### src/rtl/encode_scheduler.sv
// Round-robin arbiter sharing one shift_encoding engine between NUM_REQ requesters.
// Optional RUN-state timeout is enabled with the ENC_TIMEOUT_EN macro.
module encode_scheduler #(
    parameter int NUM_REQ        = 4,
    parameter int IDW            = $clog2(NUM_REQ),
    parameter int TIMEOUT_CYCLES = 128
) (
    input  logic                    clk,
    input  logic                    rst,
    input  logic [NUM_REQ-1:0]      req,
    input  logic [0:NUM_REQ*64-1]   req_data,
    input  logic [0:NUM_REQ*64-1]   req_key,
    output logic [NUM_REQ-1:0]      ack,
    output logic                    resp_valid,
    output logic [IDW-1:0]          resp_id,
    output logic [0:63]             resp_data,
    output logic                    resp_err,
    output logic                    busy,
    output logic [0:63]             enc_data_in,
    output logic [0:63]             enc_key,
    output logic                    enc_set,
    input  logic                    enc_status,
    input  logic [0:63]             enc_data_out
);

    typedef enum logic [1:0] {IDLE, LOAD, RUN, DONE} state_t;

    state_t          r_state;
    logic [IDW-1:0]  r_last_grant;
    logic [IDW-1:0]  r_cur_id;
    logic [0:63]     r_job_data;
    logic [0:63]     r_job_key;
    logic            r_status_q;

    logic [IDW-1:0]  w_grant_id;
    logic            w_grant_valid;
    logic [IDW-1:0]  w_cand;
    logic            w_complete;

`ifdef ENC_TIMEOUT_EN
    localparam int TW = $clog2(TIMEOUT_CYCLES + 1);
    logic [TW-1:0]   r_timer;
`else
    logic            w_unused_timeout;
    assign w_unused_timeout = ^TIMEOUT_CYCLES;
    assign resp_err = 1'b0;
`endif

    function automatic logic [IDW-1:0] wrapIdx(input int v);
        return IDW'(v % NUM_REQ);
    endfunction

    // Scan downward so the nearest requester after last_grant is the last one written.
    always_comb begin
        w_grant_id    = '0;
        w_grant_valid = 1'b0;
        w_cand        = '0;
        for (int k = NUM_REQ; k >= 1; k--) begin
            w_cand = wrapIdx(int'(r_last_grant) + k);
            if (req[w_cand]) begin
                w_grant_id    = w_cand;
                w_grant_valid = 1'b1;
            end
        end
    end

    // enc_set is high during the first RUN cycle; status seen then is a leftover level.
    assign w_complete = enc_status & ~r_status_q & ~enc_set;

    always_ff @(posedge clk) begin
        if (rst) begin
            r_state      <= IDLE;
            r_last_grant <= IDW'(NUM_REQ - 1);
            r_cur_id     <= '0;
            r_job_data   <= '0;
            r_job_key    <= '0;
            r_status_q   <= 1'b0;
            ack          <= '0;
            resp_valid   <= 1'b0;
            resp_id      <= '0;
            resp_data    <= '0;
            busy         <= 1'b0;
            enc_data_in  <= '0;
            enc_key      <= '0;
            enc_set      <= 1'b0;
`ifdef ENC_TIMEOUT_EN
            resp_err     <= 1'b0;
            r_timer      <= '0;
`endif
        end else begin
            ack        <= '0;
            resp_valid <= 1'b0;
            enc_set    <= 1'b0;
            case (r_state)
                IDLE: begin
                    if (w_grant_valid) begin
                        r_job_data <= req_data[int'(w_grant_id)*64 +: 64];
                        r_job_key  <= req_key[int'(w_grant_id)*64 +: 64];
                        r_cur_id   <= w_grant_id;
                        ack        <= NUM_REQ'(1) << w_grant_id;
                        busy       <= 1'b1;
                        r_state    <= LOAD;
                    end else begin
                        busy <= 1'b0;
                    end
                end
                LOAD: begin
                    enc_set      <= 1'b1;
                    enc_data_in  <= r_job_data;
                    enc_key      <= r_job_key;
                    r_last_grant <= r_cur_id;
                    r_status_q   <= 1'b0;
`ifdef ENC_TIMEOUT_EN
                    r_timer      <= '0;
`endif
                    r_state      <= RUN;
                end
                RUN: begin
                    r_status_q <= enc_status;
                    if (w_complete) begin
                        resp_data <= enc_data_out;
`ifdef ENC_TIMEOUT_EN
                        resp_err  <= 1'b0;
`endif
                        r_state   <= DONE;
                    end
`ifdef ENC_TIMEOUT_EN
                    else if (r_timer == TW'(TIMEOUT_CYCLES)) begin
                        resp_data <= '0;
                        resp_err  <= 1'b1;
                        r_state   <= DONE;
                    end else begin
                        r_timer <= r_timer + TW'(1);
                    end
`endif
                end
                DONE: begin
                    resp_valid <= 1'b1;
                    resp_id    <= r_cur_id;
                    r_state    <= IDLE;
                end
                default: r_state <= IDLE;
            endcase
        end
    end

endmodule

### config.mk
export PLATFORM = sky130hd
export DESIGN_NAME = encode_scheduler
export DESIGN_NICKNAME = d
export VERILOG_FILES = /design/src/rtl/encode_scheduler.sv
export SDC_FILE = /design/constraint.sdc
export NUM_CORES = 1
export LEC_CHECK = 0
export CAP_MARGIN = 20
export CELL_PAD_IN_SITES_DETAIL_PLACEMENT = 0
export CELL_PAD_IN_SITES_GLOBAL_PLACEMENT = 1
export CORE_AREA = 10 10 299 301
export CTS_CLUSTER_SIZE = 14
export DETAILED_ROUTE_END_ITERATION = 10
export DIE_AREA = 0 0 309 311
export HOLD_SLACK_MARGIN = 0.06
export PLACE_DENSITY_LB_ADDON = 0.1
export SLEW_MARGIN = 25
export SYNTH_ARGS = -nofsm -noshare
export SYNTH_HDL_FRONTEND = slang
export SYNTH_SLANG_ARGS = --single-unit
### constraint.sdc
create_clock -name clk -period 2.24 [get_ports clk]
set_input_delay 0.56 -clock clk [delete_from_list [all_inputs] [get_ports clk]]
set_output_delay 0.56 -clock clk [all_outputs]
set_load 0.02 [all_outputs]
==> tab_implementation.tex, run 1 <==
\begin{tabular}{lr}
\hline
Metric & Value \\
\hline
\multicolumn{2}{l}{\textbf{Timing}} \\
\quad Setup slack after layout & 0.0553 ns \\
\quad Pin slew with the least headroom to its limit & 0.698 ns \\
\quad Number of slew-limit violations in the final report & 0 \\
\quad Crit path time final & 2.18 ns \\
\quad Final clock skew & 0.0232 ns \\
\quad Relative max-transition margin & 53.5\% \\
\quad Peak Freq & 0.458 GHz \\
\quad RSZ-0062 raised after global routing & no \\
\quad Ratio of final minimum period to clock period & 97.5\% \\
\quad Hold violation count in the final report & 0 \\
\quad Setup violations, final & 0 \\
\multicolumn{2}{l}{\textbf{Yosys}} \\
\quad Proportion of synthesized area in mux cells & 26.1\% \\
\quad Sequential area share after synthesis & 44.9\% \\
\quad Number of enable-type register cells in the synthesized netlist & 0 \\
\quad Basic-gate share of the synthesized area counting and, or, nand and nor cells & 10.9\% \\
\quad Number of nets in the synthesized netlist & 2,071 \\
\quad Post-synthesis compound-gate area fraction & 13.5\% \\
\quad Synthesis Warnings & 0 \\
\quad Number of synthesized register bits & 336 \\
\quad Async SR Flop Fraction & 0\% \\
\quad Post-synthesis share of cell area spent on xor and xnor gates & 0\% \\
\quad Commonest register cell after synthesis & sky130\_fd\_sc\_hd\_\_dfxtp\_1 \\
\quad Adder and majority gate portion of the synthesized area & 0.418\% \\
\quad Synth Cell Area & 0.0150 mm² \\
\quad Distinct cell type count after synthesis & 34 \\
\quad Post-synthesis cell count & 1,483 \\
\quad Synth Area per Inst & 10.1 µm² \\
\quad Largest family of logic cells by synthesized area & multiplexers \\
\multicolumn{2}{l}{\textbf{Setup path}} \\
\quad Nature of the critical path startpoint & flip-flop \\
\quad Total buffers and inverters traversed by the critical path & 1 \\
\quad R2R setup slack & 0.09 ns \\
\quad CP Data Required Time & 1.68 ns \\
\quad Highest fanout seen on the critical path & 2 \\
\quad Crit path cell chain & clkdlybuf4s50\_1 \\
\quad Worst path max stage delay & 0.73 ns \\
\quad Data arrival time of the critical path & 1.62 ns \\
\quad Family of cells with the greatest summed delay on the critical path & buffers and inverters \\
\quad Critical path class & flip-flop to output pin \\
\quad Kind of end point of the critical path & output pin \\
\quad Slowest library cell on the worst path & sky130\_fd\_sc\_hd\_\_clkdlybuf4s50\_1 \\
\multicolumn{2}{l}{\textbf{Worst hold path}} \\
\quad Classification of the worst-slack hold path & primary input to flip-flop \\
\multicolumn{2}{l}{\textbf{Clock tree}} \\
\quad Total CTS buffers & 45 \\
\quad Cts hold-fix bufs & 0 \\
\quad Clk Latency, worst-skew pair & 0.57 ns \\
\quad Clock transition at the registers of the reported paths & 0.05 ns \\
\quad Clock sink count & 336 \\
\quad Max Root-Sink Buffers & 3 \\
\quad TritonCTS clock tree & yes \\
\quad Cell at the root of the clock tree & sky130\_fd\_sc\_hd\_\_clkbuf\_16 \\
\quad H-tree depth & 2 \\
\multicolumn{2}{l}{\textbf{Routing}} \\
\quad Pre-antenna DRT Iters & 4 \\
\quad Post-DR wirelength/cell & 23.3 µm \\
\quad Overall via count from detail\_route & 14,300 \\
\quad Final wirelength & 79,900 µm \\
\quad DR iter-0 viols & 534 \\
\quad Drt via density & 4.17 \\
\quad Number of DRC violations after detailed routing & 0 \\
\quad Final ANT Viol Nets & 0 \\
\multicolumn{2}{l}{\textbf{Placed design}} \\
\quad Port bufs & 783 \\
\quad Routability-driven placement congestion ratio & 0.817 \\
\quad Setup Slack @ Placement & -0.762 ns \\
\quad Number of instances in the placed design & 3,334 \\
\quad Post-detailed-placement half-perimeter wirelength & 63,100 µm \\
\multicolumn{2}{l}{\textbf{Layout}} \\
\quad Count of non-filler cells in the finished layout & 3,425 \\
\quad Ratio of cells with drive above 1 in the final layout & 12.4\% \\
\quad Final Net Count & 2,893 \\
\quad Post-synthesis to final-layout area growth & 77.4\% \\
\multicolumn{2}{l}{\textbf{Pwr}} \\
\quad Psw & 9.84 mW \\
\quad Flop pwr share & 30.6\% \\
\quad Power share of the clock group & 27.0\% \\
\quad Combinational share of power & 42.4\% \\
\quad Power Internal & 18.2 mW \\
\quad Sw frac & 35.1\% \\
\quad Leakage power summed over all cells & 9.90 nW \\
\quad Peak supply drop & 0.000440 V \\
\quad P per Cell Area & 1060 mW/mm² \\
\multicolumn{2}{l}{\textbf{Global route}} \\
\quad Initial antenna violation count & 8 \\
\quad Global Route Usage Sum & 15.7\% \\
\quad Wire length of the first global-routing pass & 112,000 µm \\
\quad GRT overflow & 0 \\
\quad Pin count of the biggest net entering global routing & 85 \\
\quad Via count of the first global-routing pass & 15,400 \\
\multicolumn{2}{l}{\textbf{Die}} \\
\quad Starting density of the core & 18.0\% \\
\quad Die Width & 309 µm \\
\quad Core Area & 0.0833 mm² \\
\quad Number of rows created at floorplan & 106 \\
\quad Io pins & 785 \\
\quad Floorplan die height & 311 µm \\
\quad Die area & 0.0961 mm² \\
\multicolumn{2}{l}{\textbf{Outcome}} \\
\quad Outcome & finished clean \\
\multicolumn{2}{l}{\textbf{Flow run}} \\
\quad Max Cap Viol & 0 \\
\hline
\end{tabular}
==> what timing repair did <==
action | in CTS | in global routing
pin swaps | 0 | 1
resized for setup | 25 | 10
gates cloned | 0 | 2
setup buffers | 0 | 2
endpoints found under the setup margin | 22 | 104
==> layer usage <==
metal	part of all wire, %	GRT usage [%]	vias up
met5	0.065	0	-
met4	2.6	4.53	8
met3	8.6	5.54	98
met2	51	28.8	525
met1	37	16.6	6718
li1	-	-	6931
==> layout by cell type (no fill, tap or decap), types with 2 or more instances in the layout <==
cell type / n
sky130_fd_sc_hd__buf_4: 79
sky130_fd_sc_hd__diode_2: 5
sky130_fd_sc_hd__ha_1: 3
sky130_fd_sc_hd__mux2i_2: 9
sky130_fd_sc_hd__clkbuf_16: 49
sky130_fd_sc_hd__mux2i_1: 380
sky130_fd_sc_hd__buf_12: 33
sky130_fd_sc_hd__nor3_1: 5
sky130_fd_sc_hd__clkbuf_8: 12
sky130_fd_sc_hd__ha_4: 2
sky130_fd_sc_hd__clkbuf_1: 9
sky130_fd_sc_hd__dlygate4sd2_1: 14
sky130_fd_sc_hd__bufinv_16: 4
sky130_fd_sc_hd__dlymetal6s2s_1: 4
sky130_fd_sc_hd__a21oi_1: 66
sky130_fd_sc_hd__clkinv_2: 7
sky130_fd_sc_hd__o221ai_1: 48
sky130_fd_sc_hd__nand2b_1: 3
sky130_fd_sc_hd__nor2_1: 140
sky130_fd_sc_hd__clkdlybuf4s50_1: 764
sky130_fd_sc_hd__nor2b_1: 3
sky130_fd_sc_hd__o221ai_2: 80
sky130_fd_sc_hd__dfxtp_1: 336
sky130_fd_sc_hd__buf_6: 3
sky130_fd_sc_hd__nand2_1: 259
sky130_fd_sc_hd__inv_6: 2
sky130_fd_sc_hd__inv_1: 3
==> logic make-up after synthesis <==
group	after synthesis
AO/OA/AOI/OAI	202
adder cells (fa/ha/maj)	5
buffers and inverters	128
flip-flops	336
multiplexers	390
other	1
AND/OR/NAND/NOR	421
==> layout make-up <==
class	count	area (µm²)
fillers	8584	56700
repair buffers	899	9160
multi-input cells	1019	7730
flip-flops and latches	336	6730
clock buffers	68	1380
well taps	1080	1350
clock inverters	14	180
inverters	4	15.0
diodes	5	12.5
==> Yosys cell counts (3+ instances only) <==
| cell type | n | share of area, % |
|---|---|---|
| sky130_fd_sc_hd__mux2i_1 | 390 | 26 |
| sky130_fd_sc_hd__dfxtp_1 | 336 | 45 |
| sky130_fd_sc_hd__nand2_1 | 260 | 6.5 |
| sky130_fd_sc_hd__nor2_1 | 141 | 3.5 |
| sky130_fd_sc_hd__o221ai_2 | 80 | 8.0 |
| sky130_fd_sc_hd__a21oi_1 | 66 | 2.2 |
| sky130_fd_sc_hd__clkbuf_1 | 57 | 1.4 |
| sky130_fd_sc_hd__o221ai_1 | 48 | 2.8 |
| sky130_fd_sc_hd__buf_2 | 41 | 1.4 |
| sky130_fd_sc_hd__buf_1 | 13 | 0.33 |
| sky130_fd_sc_hd__buf_6 | 11 | 0.83 |
| sky130_fd_sc_hd__ha_1 | 5 | 0.42 |
| sky130_fd_sc_hd__nor3_1 | 5 | 0.17 |
| sky130_fd_sc_hd__inv_1 | 4 | 0.10 |
| sky130_fd_sc_hd__nand2b_1 | 3 | 0.13 |
| sky130_fd_sc_hd__nor2b_1 | 3 | 0.13 |
==> sequential cells by signal, summed over array words and instances (netlist names), 2 cells and up <==
signal        flops
enc_key          64
r_job_key        64
resp_id           2
r_state           2
ack               4
resp_data        64
r_cur_id          2
r_job_data       64
enc_data_in      64
r_last_grant      2
==> power by group through the flow <==
stage	sequential, mW	clock (mW)	combinational [mW]
floorplan	9.04	0	5.99
global route	8.79	8.07	12.8
detailed placement	8.71	0	12.0
finish	8.58	7.55	11.9
CTS	8.61	7.87	12.1
global placement	8.71	0	11.9
==> through the flow <==
| step | power (mW) | TNS (ns) | utilization, % | cell area [µm²] | hold slack [ns] |
|---|---|---|---|---|---|
| floorplan | 15.0 | 0 | - | 15000 | 0.432 |
| global placement | 20.6 | -65.05 | 29.8 | 24800 | 0.442 |
| detailed placement | 20.7 | -63.56 | 29.8 | 24800 | 0.446 |
| CTS | 28.5 | 0 | 31.7 | 26400 | 0.212 |
| global route | 29.7 | 0 | 31.9 | 26500 | 0.228 |
| finish | 28.0 | 0 | 31.9 | 26600 | 0.264 |
==> worst paths after layout <==
path	from	cells past startpoint	endpoint
worst max register to register	r_state[1]	8	r_job_key[29]
worst min-delay path	rst	3	r_last_grant[1]
worst max-delay path	enc_key[46]	1	enc_key[46]
worst min register to register	resp_data[49]	2	resp_data[49]
No activity file was read; power rests on OpenSTA's default activity.
==> run 2: changes to the inputs <==
--- a/config.mk
+++ b/config.mk
@@ -13,5 +13,4 @@
 export DETAILED_ROUTE_END_ITERATION = 10
 export DIE_AREA = 0 0 309 311
-export HOLD_SLACK_MARGIN = 0.06
 export PLACE_DENSITY_LB_ADDON = 0.1
 export SLEW_MARGIN = 25
==> constraint.sdc (replaced) <==
create_clock -name clk -period 2.24 [get_ports clk]
set_input_delay 0.56 -clock clk [delete_from_list [all_inputs] [get_ports clk]]
set_output_delay 0.56 -clock clk [all_outputs]
set_load 0.1 [all_outputs]
==> tab_implementation.tex, run 2 (synthesis gave the netlist of run 1 again) <==
\begin{tabular}{lr}
\hline
Metric & Value \\
\hline
\multicolumn{2}{l}{\textbf{Outcome}} \\
\quad Outcome & finished clean \\
\multicolumn{2}{l}{\textbf{Setup path}} \\
\quad CP Data Required Time & 2.66 ns (+0.98 ns) \\
\quad Kind of end point of the critical path & flip-flop \\
\quad Critical path class & primary input to flip-flop \\
\quad Data arrival time of the critical path & 2.64 ns (+1.02 ns) \\
\quad Nature of the critical path startpoint & primary input \\
\quad Crit path cell chain & clkdlybuf4s50\_1 > or3b\_1 > o211a\_4 > buf\_12 > buf\_4 > mux2i\_1 > o221ai\_2 \\
\quad Slowest library cell on the worst path & sky130\_fd\_sc\_hd\_\_clkdlybuf4s50\_1 \\
\quad Highest fanout seen on the critical path & 17 (+15) \\
\quad Worst path max stage delay & 0.51 ns (-0.22 ns) \\
\multicolumn{2}{l}{\textbf{Clock tree}} \\
\quad Total CTS buffers & 45 (unchanged) \\
\quad Clock transition at the registers of the reported paths & 0.06 ns (about the same) \\
\quad Clock sink count & 336 (unchanged) \\
\quad Clk Latency, worst-skew pair & 0.57 ns (about the same) \\
\quad TritonCTS clock tree & yes \\
\quad Cell at the root of the clock tree & sky130\_fd\_sc\_hd\_\_clkbuf\_16 \\
\quad Max Root-Sink Buffers & 3 (unchanged) \\
\quad Cts hold-fix bufs & 0 (unchanged) \\
\quad H-tree depth & 2 (unchanged) \\
\multicolumn{2}{l}{\textbf{Layout}} \\
\quad Post-Route Utilization & 31.2\% (-0.64 points) \\
\quad Most common cell after layout, fill and taps aside & sky130\_fd\_sc\_hd\_\_clkdlybuf4s50\_1 \\
\quad Final Net Count & 2,897 (+0.14\%) \\
\quad Post-synthesis to final-layout area growth & 73.8\% \\
\quad Commonest cells after routing, fill and taps aside & sky130\_fd\_sc\_hd\_\_clkdlybuf4s50\_1 (581), sky130\_fd\_sc\_hd\_\_mux2i\_1 (387), sky130\_fd\_sc\_hd\_\_dfxtp\_1 (336), sky130\_fd\_sc\_hd\_\_buf\_4 (281), sky130\_fd\_sc\_hd\_\_nand2\_1 (258) \\
\quad Ratio of cells with drive above 1 in the final layout & 20.9\% (+8.5 points) \\
\quad Count of non-filler cells in the finished layout & 3,418 (-0.20\%) \\
\multicolumn{2}{l}{\textbf{Flow run}} \\
\quad Max Cap Viol & 0 (unchanged) \\
\multicolumn{2}{l}{\textbf{Pwr}} \\
\quad Psw & 13.1 mW (+33\%) \\
\quad Combinational share of power & 49.1\% (+6.7 points) \\
\quad Flop pwr share & 27.8\% (-2.8 points) \\
\quad P per Cell Area & 1180 mW/mm² (+12\%) \\
\quad Power after layout & 30.8 mW (+10\%) \\
\quad Sw frac & 42.4\% (+7.2 points) \\
\quad Power share of the clock group & 23.1\% (-3.9 points) \\
\quad Leakage power summed over all cells & 10.2 nW (+2.6\%) \\
\quad Power Internal & 17.8 mW (-2.3\%) \\
\quad Peak supply drop & 0.000556 V (+26\%) \\
\multicolumn{2}{l}{\textbf{Placed design}} \\
\quad Post-detailed-placement half-perimeter wirelength & 62,900 µm (-0.29\%) \\
\quad Routability-driven placement congestion ratio & 0.825 (+0.94\%) \\
\quad Number of instances in the placed design & 3,334 (unchanged) \\
\quad Port bufs & 783 (unchanged) \\
\multicolumn{2}{l}{\textbf{Routing}} \\
\quad Drt via density & 4.16 (-0.31\%) \\
\quad DR iter-0 viols & 570 (+6.7\%) \\
\quad Routed metal-1 wirelength & 30,400 µm (+2.0\%) \\
\quad Overall via count from detail\_route & 14,200 (-0.51\%) \\
\quad Top routing layer used & met5 \\
\quad Pre-antenna DRT Iters & 4 (unchanged) \\
\quad Met2 routed wirelength & 42,000 µm (+2.2\%) \\
\quad Post-DR wirelength/cell & 23.6 µm (+1.2\%) \\
\quad Final wirelength & 80,700 µm (+1.0\%) \\
\quad Routed wire length on met3 & 6950 µm (+1.8\%) \\
\quad Number of DRC violations after detailed routing & 0 (unchanged) \\
\quad Final ANT Viol Nets & 0 (unchanged) \\
\multicolumn{2}{l}{\textbf{Die}} \\
\quad Core Area & 0.0833 mm² (unchanged) \\
\quad Starting density of the core & 18.0\% (unchanged) \\
\quad Io pins & 785 (unchanged) \\
\quad Die area & 0.0961 mm² (unchanged) \\
\quad Number of rows created at floorplan & 106 (unchanged) \\
\quad Die Width & 309 µm (unchanged) \\
\quad Floorplan die height & 311 µm (unchanged) \\
\multicolumn{2}{l}{\textbf{Global route}} \\
\quad Global Route Usage Sum & 15.6\% (-0.10 points) \\
\quad Via count of the first global-routing pass & 15,100 (-2.1\%) \\
\quad GRT overflow & 0 (unchanged) \\
\quad Initial antenna violation count & 10 (+2) \\
\quad Wire length of the first global-routing pass & 111,000 µm (-0.53\%) \\
\quad Pin count of the biggest net entering global routing & 110 (+29\%) \\
\multicolumn{2}{l}{\textbf{Timing}} \\
\quad Crit path time final & 2.22 ns (+0.0395 ns) \\
\quad Relative max-transition margin & 58.1\% (+4.6 points) \\
\quad Ratio of final minimum period to clock period & 99.3\% (+1.8 points) \\
\quad Setup violations, final & 0 (unchanged) \\
\quad Pin slew with the least headroom to its limit & 0.629 ns (-0.0692 ns) \\
\quad Final clock skew & 0.0191 ns (-0.00405 ns) \\
\quad Setup tns final & 0 ns (unchanged) \\
\quad Peak Freq & 0.450 GHz (-1.8\%) \\
\quad Number of slew-limit violations in the final report & 0 (unchanged) \\
\quad Hold violation count in the final report & 0 (unchanged) \\
\quad Hold slack & 0.289 ns (+0.0254 ns) \\
\multicolumn{2}{l}{\textbf{Worst hold path}} \\
\quad Classification of the worst-slack hold path & primary input to flip-flop \\
\hline
\end{tabular}
run 2: routing by layer:
metal | GRT usage [%] | up-vias
met5 | 0 | -
met4 | 3.16 | 14
li1 | - | 6943
met1 | 16.7 | 6701
met2 | 28.7 | 479
met3 | 5.73 | 70
run 2: layout make-up:
type                            count  area (µm²)
Fill cell                        8599       57300
Antenna cell                        2        5.00
Timing Repair Buffer              902        8730
Inverter                            4        15.0
Tap cell                         1080        1350
Sequential cell                   336        6730
Clock inverter                      6        68.8
Multi-Input combinational cell   1020        7730
Clock buffer                       68        1390
run 2: timing repair:
action,4_1_cts,5_1_grt
cloned,0,4
gates resized for setup,2,15
setup endpoints to repair,2,122
pin swaps,0,1
buffers inserted,0,4
run 2: worst max-delay path: cells and delay by family:
kind	cells	cell delay, ns
AO/OA/AOI/OAI	2	0.36
buffers and inverters	3	0.88
multiplexers	1	0.41
AND/OR/NAND/NOR	1	0.40
run 2: final timing paths:
path	endpoint	cells after the start	slack, ns	startpoint
setup / recovery	r_job_data[19]	7	0.02	req[1]
hold / removal	r_last_grant[0]	3	0.29	rst
setup reg to reg	r_job_key[59]	8	0.07	r_state[1]
hold reg to reg	resp_data[54]	2	0.46	resp_data[54]
run 2: power by group through the flow:
stage	Clock (mW)	Combinational, mW	Sequential, mW
after floorplan	0	6.01	12.2
after global placement	0	15.0	8.68
after detailed placement	0	15.1	8.68
after CTS	7.42	15.1	8.58
after global routing	7.63	16.0	8.78
final	7.13	15.1	8.56
run 2: metrics by stage:
stage / worst slack [ns] / cell area, µm²
after detailed placement: -0.721 / 24400
after global routing: -0.0198 / 26000
after global placement: -0.780 / 24400
after CTS: 0.00567 / 25800
final: 0.0159 / 26000
after floorplan: 0.200 / 15000
